**src/rtl/moore_toggle_divider_if.sv**
```systemverilog
// Control/status bundle for moore_toggle_divider.
// Rev 1.0 - initial release.
`default_nettype none

interface moore_toggle_divider_if #(
  parameter int CH    = 4,
  parameter int CNT_W = 8
);
  logic             en;
  logic [CNT_W-1:0] div_n;
  logic [CH-1:0]    din;
  logic [CH-1:0]    dout;
  logic [CH-1:0]    toggle_pulse;
  logic [2*CH-1:0]  state_dbg;

  modport master (
    output en, div_n, din,
    input  dout, toggle_pulse, state_dbg
  );

  modport slave (
    input  en, div_n, din,
    output dout, toggle_pulse, state_dbg
  );
endinterface

`default_nettype wire

```
**src/rtl/moore_toggle_divider.sv**
```systemverilog
// ---------------------------------------------------------------------------
// moore_toggle_divider : bank of CH Moore toggle FSMs, divide-by-N per channel
// Rev 1.0 - initial release
// ---------------------------------------------------------------------------
`default_nettype none

module moore_toggle_divider #(
  parameter int CH        = 4,
  parameter int CNT_W     = 8,
  parameter int EDGE_MODE = 0
) (
  input  logic                   clk,
  input  logic                   rst,
  moore_toggle_divider_if.slave  bus
);

  localparam logic [1:0] ST_IDLE = 2'b00;
  localparam logic [1:0] ST_S0   = 2'b01;
  localparam logic [1:0] ST_S1   = 2'b10;

  logic [CH-1:0][1:0]       state_q, state_d;
  logic [CH-1:0][CNT_W-1:0] cnt_q, cnt_d;
  logic [CH-1:0]            pulse_q, pulse_d;
  logic [CH-1:0]            din_q, din_d;
  logic [CNT_W-1:0]         div_l_q, div_l_d;

  logic [CH-1:0]            evt;
  logic [CNT_W-1:0]         div_m1;
  logic                     all_idle;

  // State register
  always_ff @(posedge clk) begin
    if (rst) begin
      state_q <= '0;
      cnt_q   <= '0;
      pulse_q <= '0;
      din_q   <= '0;
      div_l_q <= CNT_W'(1);
    end else begin
      state_q <= state_d;
      cnt_q   <= cnt_d;
      pulse_q <= pulse_d;
      din_q   <= din_d;
      div_l_q <= div_l_d;
    end
  end

  // Next-state logic
  always_comb begin
    evt      = (EDGE_MODE != 0) ? (bus.din & ~din_q) : bus.din;
    div_m1   = div_l_q - CNT_W'(1);
    all_idle = 1'b1;
    for (int i = 0; i < CH; i++) begin
      if (state_q[i] != ST_IDLE) all_idle = 1'b0;
    end

    state_d = state_q;
    cnt_d   = cnt_q;
    pulse_d = '0;
    din_d   = bus.din;

    // div_n is captured only when the whole bank is leaving IDLE together
    div_l_d = div_l_q;
    if (bus.en && all_idle) begin
      div_l_d = (bus.div_n == '0) ? CNT_W'(1) : bus.div_n;
    end

    for (int i = 0; i < CH; i++) begin
      case (state_q[i])
        ST_IDLE: begin
          cnt_d[i] = '0;
          if (bus.en) state_d[i] = ST_S0;
        end
        ST_S0, ST_S1: begin
          if (!bus.en) begin
            state_d[i] = ST_IDLE;
            cnt_d[i]   = '0;
          end else if (evt[i]) begin
            if (cnt_q[i] == div_m1) begin
              state_d[i] = (state_q[i] == ST_S0) ? ST_S1 : ST_S0;
              cnt_d[i]   = '0;
              pulse_d[i] = 1'b1;
            end else begin
              cnt_d[i] = cnt_q[i] + CNT_W'(1);
            end
          end
        end
        default: begin
          state_d[i] = ST_IDLE;
          cnt_d[i]   = '0;
        end
      endcase
    end
  end

  // Moore outputs decoded from registered state only
  always_comb begin
    bus.dout         = '0;
    bus.state_dbg    = '0;
    bus.toggle_pulse = pulse_q;
    for (int i = 0; i < CH; i++) begin
      bus.dout[i]           = (state_q[i] == ST_S1);
      bus.state_dbg[2*i +: 2] = state_q[i];
    end
  end

endmodule

`default_nettype wire
```
**src/flat_wrapper.sv**
```systemverilog
// flat-port wrapper written by rule: the top's interface ports become plain ports
module moore_toggle_divider_flat 
#(
  parameter int CH        = 4,
  parameter int CNT_W     = 8,
  parameter int EDGE_MODE = 0
)
  (clk, rst, bus_en, bus_div_n, bus_din, bus_dout, bus_toggle_pulse, bus_state_dbg);
  moore_toggle_divider_if #(.CH(CH), .CNT_W(CNT_W)) bus_i ();
  input  logic clk;
  input  logic rst;
  input wire logic [$bits(bus_i.en)-1:0] bus_en;
  input wire logic [$bits(bus_i.div_n)-1:0] bus_div_n;
  input wire logic [$bits(bus_i.din)-1:0] bus_din;
  output wire logic [$bits(bus_i.dout)-1:0] bus_dout;
  output wire logic [$bits(bus_i.toggle_pulse)-1:0] bus_toggle_pulse;
  output wire logic [$bits(bus_i.state_dbg)-1:0] bus_state_dbg;
  assign bus_i.en = bus_en;
  assign bus_i.div_n = bus_div_n;
  assign bus_i.din = bus_din;
  assign bus_dout = bus_i.dout;
  assign bus_toggle_pulse = bus_i.toggle_pulse;
  assign bus_state_dbg = bus_i.state_dbg;
  moore_toggle_divider #(.CH(CH), .CNT_W(CNT_W), .EDGE_MODE(EDGE_MODE)) u_core (.clk(clk), .rst(rst), .bus(bus_i));
endmodule
```
**config.mk**
```make
export PLATFORM = sky130hd
export DESIGN_NAME = moore_toggle_divider_flat
export DESIGN_NICKNAME = d
export VERILOG_FILES = /design/src/rtl/moore_toggle_divider_if.sv /design/src/rtl/moore_toggle_divider.sv /design/src/flat_wrapper.sv
export SDC_FILE = /design/constraint.sdc
export NUM_CORES = 1
export LEC_CHECK = 0
export ABC_AREA = 1
export BUFFER_PORTS_ARGS = -buffer_cell sky130_fd_sc_hd__buf_2
export CORE_MARGIN = 5
export CORE_UTILIZATION = 35
export CTS_CLUSTER_DIAMETER = 200
export DETAILED_ROUTE_END_ITERATION = 10
export PLACE_DENSITY = 0.52
export SYNTH_ARGS = -nofsm -noshare
export SYNTH_HDL_FRONTEND = slang
export SYNTH_SLANG_ARGS = --single-unit
```
**constraint.sdc**
```tcl
create_clock -name clk -period 1.93 [get_ports clk]
set_input_delay 0.0965 -clock clk [delete_from_list [all_inputs] [get_ports clk]]
set_output_delay 0.0965 -clock clk [all_outputs]
set_load 0.03 [all_outputs]
```
==> results.md <==
- Min cycle time layout: around 1.9 ns
- Yosys top cell area share: 0.3092
- Routability Congestion: about 0.85
- Lkg Pwr: approximately 1.9 nW
- Hold path start: bus_div_n[0]
- Leading area contributor after synthesis: dfxtp_1
- Reg2reg setup slack: 0.02 ns
- Layout Skew: 0.008862 ns
- Die H: 108.1 microns
- Gate Count Post-Synth: a little over 500
- Worst endpoint required time: 2.17 ns
- Initial Utilization: 0.3610
- Worst r2r path cells: 15
- Max-cap violations: 0
- Max Fanout on Critical Path: 3
- Seq pwr share: 0.240
- Worst hold path class: in -> reg
- Status: completed
- Compound-cell area share of the yosys netlist: 0.05611
- Syn Nets: 548
- Share of post-route cells with drive strength above 1: 0.2399
- Critical path endpoint category: register
- CP endpoint: u_core.bus.state_dbg[5]
- Clock buffer count from CTS: 5
- Vias: 3322
- Synth top area cells: dfxtp_1 (31%), nand2_1 (14%), nand3_1 (8.8%), inv_1 (8.1%), ha_1 (7.8%)
- Worst r2r src: u_core.div_l_q[0]
- Detailed Route WL: 8940 microns
- Syn avg cell area: between 6 and 7 sq um
- CTS Hold Bufs: 0
- Clk slew on worst S/H paths: about 0.09 ns
- Inst Count DP: 685
- Drt first pass iters: 4
- Sequential area share after synthesis: 0.3092
- Maximum vdd drop: between 500 and 600 uV
- H-tree levels: 2
- Switching share of total power: 0.4789
- Post-Synth Simple-Gate Area: 0.4084
- Final Hold Viols: 0
- Global-route wire length before repair: approximately 15000 microns
- Adder-Cell Fraction of Synth Area: 0.07804
- P&R area growth vs syn: 22.71%
- XOR/XNOR share of the synthesized area: 0.05203
- Detail Route Antenna Nets: 0
- Net Sw Power: ~2.7 mW
- Fin. max-slew vios: 0
- DRC viols: 0
- Commonest non-fill, non-tap cell in the layout: nand2_1
- WS Path Type: reg -> reg
- Worst slew pin tran: 0.5025 ns
- Int Pwr: around 3.0 mW
- Fin crit share: 0.9918
- Highest clock rate: between 0.5 and 0.6 GHz
- Final worst-path setup slack: roughly 0.016 ns
- Slew headroom: 0.6619
- GRT Util Overall: 0.1554
- YS warnings: 0
- PD cells: approximately 1400 nW/um^2
- Core Area: slightly above 9000 sq um
- Clock share of power: 0.120
- Reg-to-reg endpoint: u_core.bus.state_dbg[5]
- DRT iter0 DRCs: 155
- CP Launch Type: register
- Clk buf depth: 2
- Comb power frac: 0.639
- Post-Layout Cell Count: a little under 700
- Vias/cell: 4.773
- Detail Placement HPWL: between 7000 and 8000 microns
- Placed inst area: roughly 3800 sq um
- Die W: between 100 and 150 microns
- Top Ports: 31
- Synth async-reset ratio: 0
- Synth cell types: 30
- Vias in the first global route: slightly above 3000
- Die area: between 10000 and 15000 sq um
- Synth Register Bits: 52
- Largest net degree at the start of global routing: 17
- Number of port buffers: 30
- Pre-CTS setup slack: -0.1175 ns
- Finished Cell Area: 4131 sq um
- Final nets: between 600 and 700
- Final Core Density: 0.4429
- Clk root buf: clkbuf_8
- Mux contribution to synthesized area: 0
- Largest family of logic cells by synthesized area: simple AND/OR/NAND/NOR gates
- Cell Area, Synth: ~3400 sq um
- RSZ-0062 raised after global routing: yes
- Avg WL per Cell: between 10 and 15 microns
- FILL cells: a little under 1000
- Number of flops mapped to enable cells by yosys: 0
- GRT overflow: 0
- Worst Path Arrival: around 2.2 ns
- Initial antenna violation count: 0
- CTS tree: built
- Clock Sinks: 52
- Synth Flop Type: dfxtp_1
- Crit. Startpoint: u_core.div_l_q[0]
- Setup-failing EPs final: 0
- Most frequent cells in the layout: nand2_1 (111), inv_1 (70), nor2_1 (56), dfxtp_1 (49), nand3_1 (47)
- Clk Latency, worst-skew pair: 0.31 ns
- Hold slack: just over 0.07 ns
- Row Count: 35
- Antenna cell count: 0
==> synth_stat cells (3+ instances only) <==
master / n
a21oi_1: 22
dfxtp_1: 52
ha_1: 21
inv_1: 73
nand2_1: 125
nand2_2: 12
nand3_1: 59
nand3_2: 3
nand4_1: 8
nor2_1: 66
nor2_2: 7
nor3_1: 9
nor3b_1: 4
nor4_1: 3
o21ai_0: 8
o21bai_1: 3
or2_2: 3
xor2_1: 18
==> per-layer routing <==
| layer | GRT usage | vias to the layer above | wire [microns] |
|---|---|---|---|
| met2 | 0.2593 | 68 | 4237 |
| met1 | 0.2111 | 1517 | 4173 |
| met3 | 0.02388 | 10 | 404 |
| li1 | - | 1727 | - |
| met4 | 0.03607 | 0 | 125 |
| met5 | 0 | - | 0 |
==> power groups by stage <==
| stage | registers (mW) | logic (mW) | clock network, mW |
|---|---|---|---|
| finish | 1.37 | 3.64 | 0.685 |
| global route | 1.40 | 4.02 | 0.756 |
| CTS | 1.36 | 3.15 | 0.710 |
| detailed placement | 1.38 | 3.05 | 0 |
| global placement | 1.38 | 3.03 | 0 |
| floorplan | 1.48 | 1.99 | 0 |
==> cells by family after synthesis <==
kind of cell / after synthesis
XOR/XNOR: 20
AND/OR/NAND/NOR: 304
AO/OA/AOI/OAI: 35
buffers and inverters: 80
flip-flops: 52
adder cells (fa/ha/maj): 21
==> worst max-delay path: stages (launching register included) <==
cell and delay, ns:
dfxtp_2 0.36, inv_4 0.04, ha_4 0.29, inv_4 0.04, buf_6 0.11, nand2_2 0.05
nand4_1 0.10, inv_1 0.10, nand2_1 0.06, nor2_1 0.09, nand3_1 0.08, nor2_2 0.10
nand3_2 0.13, nand2_1 0.10, nand2_1 0.06, a21oi_1 0.13
==> per-stage QoR <==
step | TNS [ns] | power [mW]
after floorplan | 0 | 3.465
after global placement | -1.142 | 4.413
after detailed placement | -1.058 | 4.435
after CTS | 0 | 5.221
after global routing | -0.9403 | 6.177
final | 0 | 5.691
==> repair_timing <==
action	CTS	global route
setup buffers	2	2
pin swaps	4	26
setup endpoints to repair	32	40
resized for setup	5	54
==> final cells by class <==
type | count | area, sq um | share of cell area
clock buffers | 7 | 96.34 | 0.02332
repair buffers | 53 | 346.6 | 0.08389
flip-flops and latches | 52 | 1045 | 0.2529
inverters | 75 | 286.5 | 0.06935
multi-input cells | 380 | 2196 | 0.5315
well taps | 129 | 161.4 | 0.03907
==> registers in the layout, indices dropped and copies added, names as in the netlist <==
name	cells
u_core.cnt_q	32
u_core.bus.state_dbg	8
u_core.div_l_q	8
u_core.bus.toggle_pulse	4
==> worst min-delay path by stage <==
stage	end	slack, ns	depth (start not counted)
2_1_floorplan	u_core.bus.toggle_pulse[2]	0.23	2
3_3_place_gp	u_core.div_l_q[2]	0.41	3
3_5_place_dp	u_core.div_l_q[0]	0.39	3
4_1_cts	u_core.div_l_q[0]	0.06	3
5_1_grt	u_core.div_l_q[0]	0.08	3
6_report	u_core.div_l_q[0]	0.07	3
No activity file was read; power rests on OpenSTA's default activity.
